==> src/rtl/sat_counter.sv <==
// -----------------------------------------------------------------------------
// sat_counter
//   Up-counter with synchronous clear that sticks at its maximum value
//   instead of wrapping.
//   Ports:
//     clk   : rising-edge clock
//     rst_n : synchronous active-low reset, counter -> 0
//     clr   : synchronous clear, counter -> 0 (wins over inc)
//     inc   : increment by one unless already at all-ones
//     count : current count value
// -----------------------------------------------------------------------------
module sat_counter #(
   parameter int W = 8
) (
   input  logic         clk,
   input  logic         rst_n,
   input  logic         clr,
   input  logic         inc,
   output logic [W-1:0] count
);

   logic [W-1:0] count_reg;

   always_ff @(posedge clk) begin
      if (!rst_n) begin
         count_reg <= '0;
      end else if (clr) begin
         count_reg <= '0;
      end else if (inc && (count_reg != {W{1'b1}})) begin
         count_reg <= count_reg + W'(1);
      end
   end

   assign count = count_reg;

endmodule

==> config.mk <==
export PLATFORM = sky130hd
export DESIGN_NAME = sat_counter
export DESIGN_NICKNAME = d
export VERILOG_FILES = /design/src/rtl/sat_counter.sv
export SDC_FILE = /design/constraint.sdc
export NUM_CORES = 1
export LEC_CHECK = 0
export BUFFER_PORTS_ARGS = -buffer_cell sky130_fd_sc_hd__buf_2
export CORE_AREA = 4 4 41 43
export CTS_CLUSTER_SIZE = 25
export DETAILED_ROUTE_END_ITERATION = 10
export DIE_AREA = 0 0 45 47
export PLACE_DENSITY = 0.64
export SYNTH_ARGS = -nofsm -noshare
export SYNTH_HDL_FRONTEND = slang
export SYNTH_SLANG_ARGS = --single-unit
==> constraint.sdc <==
create_clock -name clk -period 2.4 [get_ports clk]
set_input_delay 0.36 -clock clk [delete_from_list [all_inputs] [get_ports clk]]
set_output_delay 0.36 -clock clk [all_outputs]
set_load 0.1 [all_outputs]
==> flow_summary_export.csv <==
group,metric,value,unit
drt,drc,0,
critical_path,r2r-start,"count[0]",
synth,yosys_warnings,0,
cts,cts_root_buffer,"clkbuf_4",
critical_path,critPathLaunchType,"register",
drt,viasPerCell,5.41,
timing,hold_ws,0.421,ns
critical_path,required,2.04,ns
cts,cts.reportedPaths.clkPinSlew,0.06,ns
timing,fin_tns_setup,0,ns
critical_path,r2r_slack,1.10,ns
cts,cts_resized,0,
synth,seq_area_frac_synth,38.0,%
synth,synthCells,46,
timing,timing.fmax,0.650,GHz
power,vdd_drop_max,0.000232,V
critical_path,cp.depth,1,
placed_design,place_congestion,0.790,
critical_path,crit_arrival,1.18,ns
timing,drv_slew,0,
floorplanning,initial_core_util,32.4,%
timing,relSlewSlack,66.9,%
cts,cts_hold_buffers,0,
layout,n_antenna_cell,0,
timing,final.period_utilization,64.1,%
timing,hold_viol_final,0,
global_route,grt_max_degree,10,
global_route,overflow,0,
placed_design,place_area,495,um^2
cts,clk-insertion-delay-late,0.26,ns
synth,synthesis.nets,51,
critical_path,end_kind,"output port",
drt,wl,900,um
layout,nNetsFinal,67,
critical_path,r2r_end,"count[5]",
synth,ys_ff_latch,8,
timing,tightest_slew,0.496,ns
floorplanning,die_w,45,um
cts,cts_tree,"done",
synth,synth_cell_types,19,
power,power_leakage,0.224,nW
timing,setup_ws,0.861,ns
global_route,track_usage,10.5,%
floorplanning,placementRows,13,
flow_run,drv_cap,0,
timing,setup_viol,0,
drt,antenna_left,0,
cts,postCtsSetupBuffers,0,
critical_path,cp_top_family,"buffers and inverters",
placed_design,preCtsSetupSlack,1.10,ns
layout,fill_cells,136,
layout,area_growth,22.8,%
cts,cts_made_buffers,3,
min_path,holdPathEnd,"count[7]",
floorplanning,ios,12,
cts,cts.htree.levels,1,
drt,firstDrtPassIters,4,
layout,fin_area,518,um^2
synth,ys_top_cells_by_area,"dfxtp_1 38%, and4_1 8.3%, mux2i_1 7.1%, a21oi_1 5.9%, nand2_1 4.5%",
synth,yosys.area.top_type,"dfxtp_1",
critical_path,slowest_delay,0.48,ns
critical_path,path_class,"reg2out",
critical_path,path_cells,"buf_2",
synth,yosysTopAreaCellShare,38.0,%
critical_path,crit_buf_inv,1,
global_route,grt_pass1_vias,365,
synth,syn-cell-area,422,um^2
layout,multiInputGateArea,262,um^2
global_route,antenna_found_initial,0,
synth,syn-mean-instance-area,9.17,um^2
layout,register_area,160,um^2
global_route,grt_pass1_wl,1530,um
placed_design,hpwl,658,um
floorplanning,die_h,47,um
run_status,status,"finished clean",
layout,final_cell_mix,"11 x buf_2, 8 x dfxtp_1, 5 x a21oi_1, 5 x nand2_1, 4 x and4_1",
min_path,min-delay-start,"rst_n",
critical_path,reg2reg_depth,4,
layout,layout-drive-gt1-share,30.0,%
timing,layout_min_cycle_time,1.54,ns
layout,layout_commonest_cell,"buf_2",
min_path,min_path_type,"in2reg",
power,p_per_area,507,mW/mm^2
drt,drtIter0Drc,5,
drt,num_vias,406,
cts,clock_sinks,8,
critical_path,path_max_fanout,9,
layout,largest_register_ffs,8,
floorplanning,core,0.00130,mm^2
critical_path,crit_path_top_delay_cell,"buf_2",
placed_design,numPortBuffers,11,
drt,wl_per_cell,12.0,um
floorplanning,dieArea,0.00212,mm^2
timing,worst_clock_skew,0.00204,ns
min_path,hold_path_depth,3,
cts,clk_path_buf_depth,2,
timing,rsz0062_at_grt,"false",
[logic make-up (layout without fill, tap and decap cells)]
logic type               Yosys count  count (layout)  synth area share, %
adder cells (fa/ha/maj)            1               1                 2.97
multiplexers                       3               3                 7.12
AO/OA/AOI/OAI                     12              12                 19.0
buffers and inverters              0              14                    0
flip-flops                         8               8                 38.0
AND/OR/NAND/NOR                   22              22                 32.9
[Yosys cell counts, drive strengths merged]
master  number
dfxtp        8
a21oi        5
and4         5
nand2        5
nor2b        4
mux2i        3
nand2b       3
a31oi        2
nor3         2
o21ai        2
a211oi       1
a21boi       1
a311oi       1
and3         1
ha           1
nand3        1
nand4        1
[metal layers]
metal	vias up	global-route usage, %	wire length (um)
met5	-	0	0
met4	0	10.5	37
met3	4	3.07	45
met2	8	15.5	398
met1	186	11.7	418
li1	208	-	-
[final cells by class]
type | instances | area share [%]
flip-flops and latches | 8 | 30.9
well taps | 15 | 3.62
multi-input cells | 38 | 50.5
clock buffers | 3 | 4.35
repair buffers | 11 | 10.6
[worst max path at each step]
stage | start | end
floorplan | count[1] | count[7]
global placement | count[0] | count[5]
detailed placement | count[0] | count[5]
CTS | count[4] | count[4]
global route | count[3] | count[3]
finish | count[4] | count[4]
[per-stage QoR]
step / total power [W] / util, % / std cells
2_1_floorplan: 0.000154 / - / 46
3_3_place_gp: 0.000160 / 38.1 / 72
3_5_place_dp: 0.000160 / 38.1 / 72
4_1_cts: 0.000267 / 39.8 / 75
5_1_grt: 0.000272 / 39.8 / 75
6_report: 0.000263 / 39.8 / 75
[report_power, final]
group          internal (W)  leakage [nW]  switching, W
Combinational    0.00000634         0.145     0.0000151
Clock             0.0000574        0.0138     0.0000485
Sequential         0.000134        0.0646    0.00000145
No activity file was read; power rests on OpenSTA's default activity.
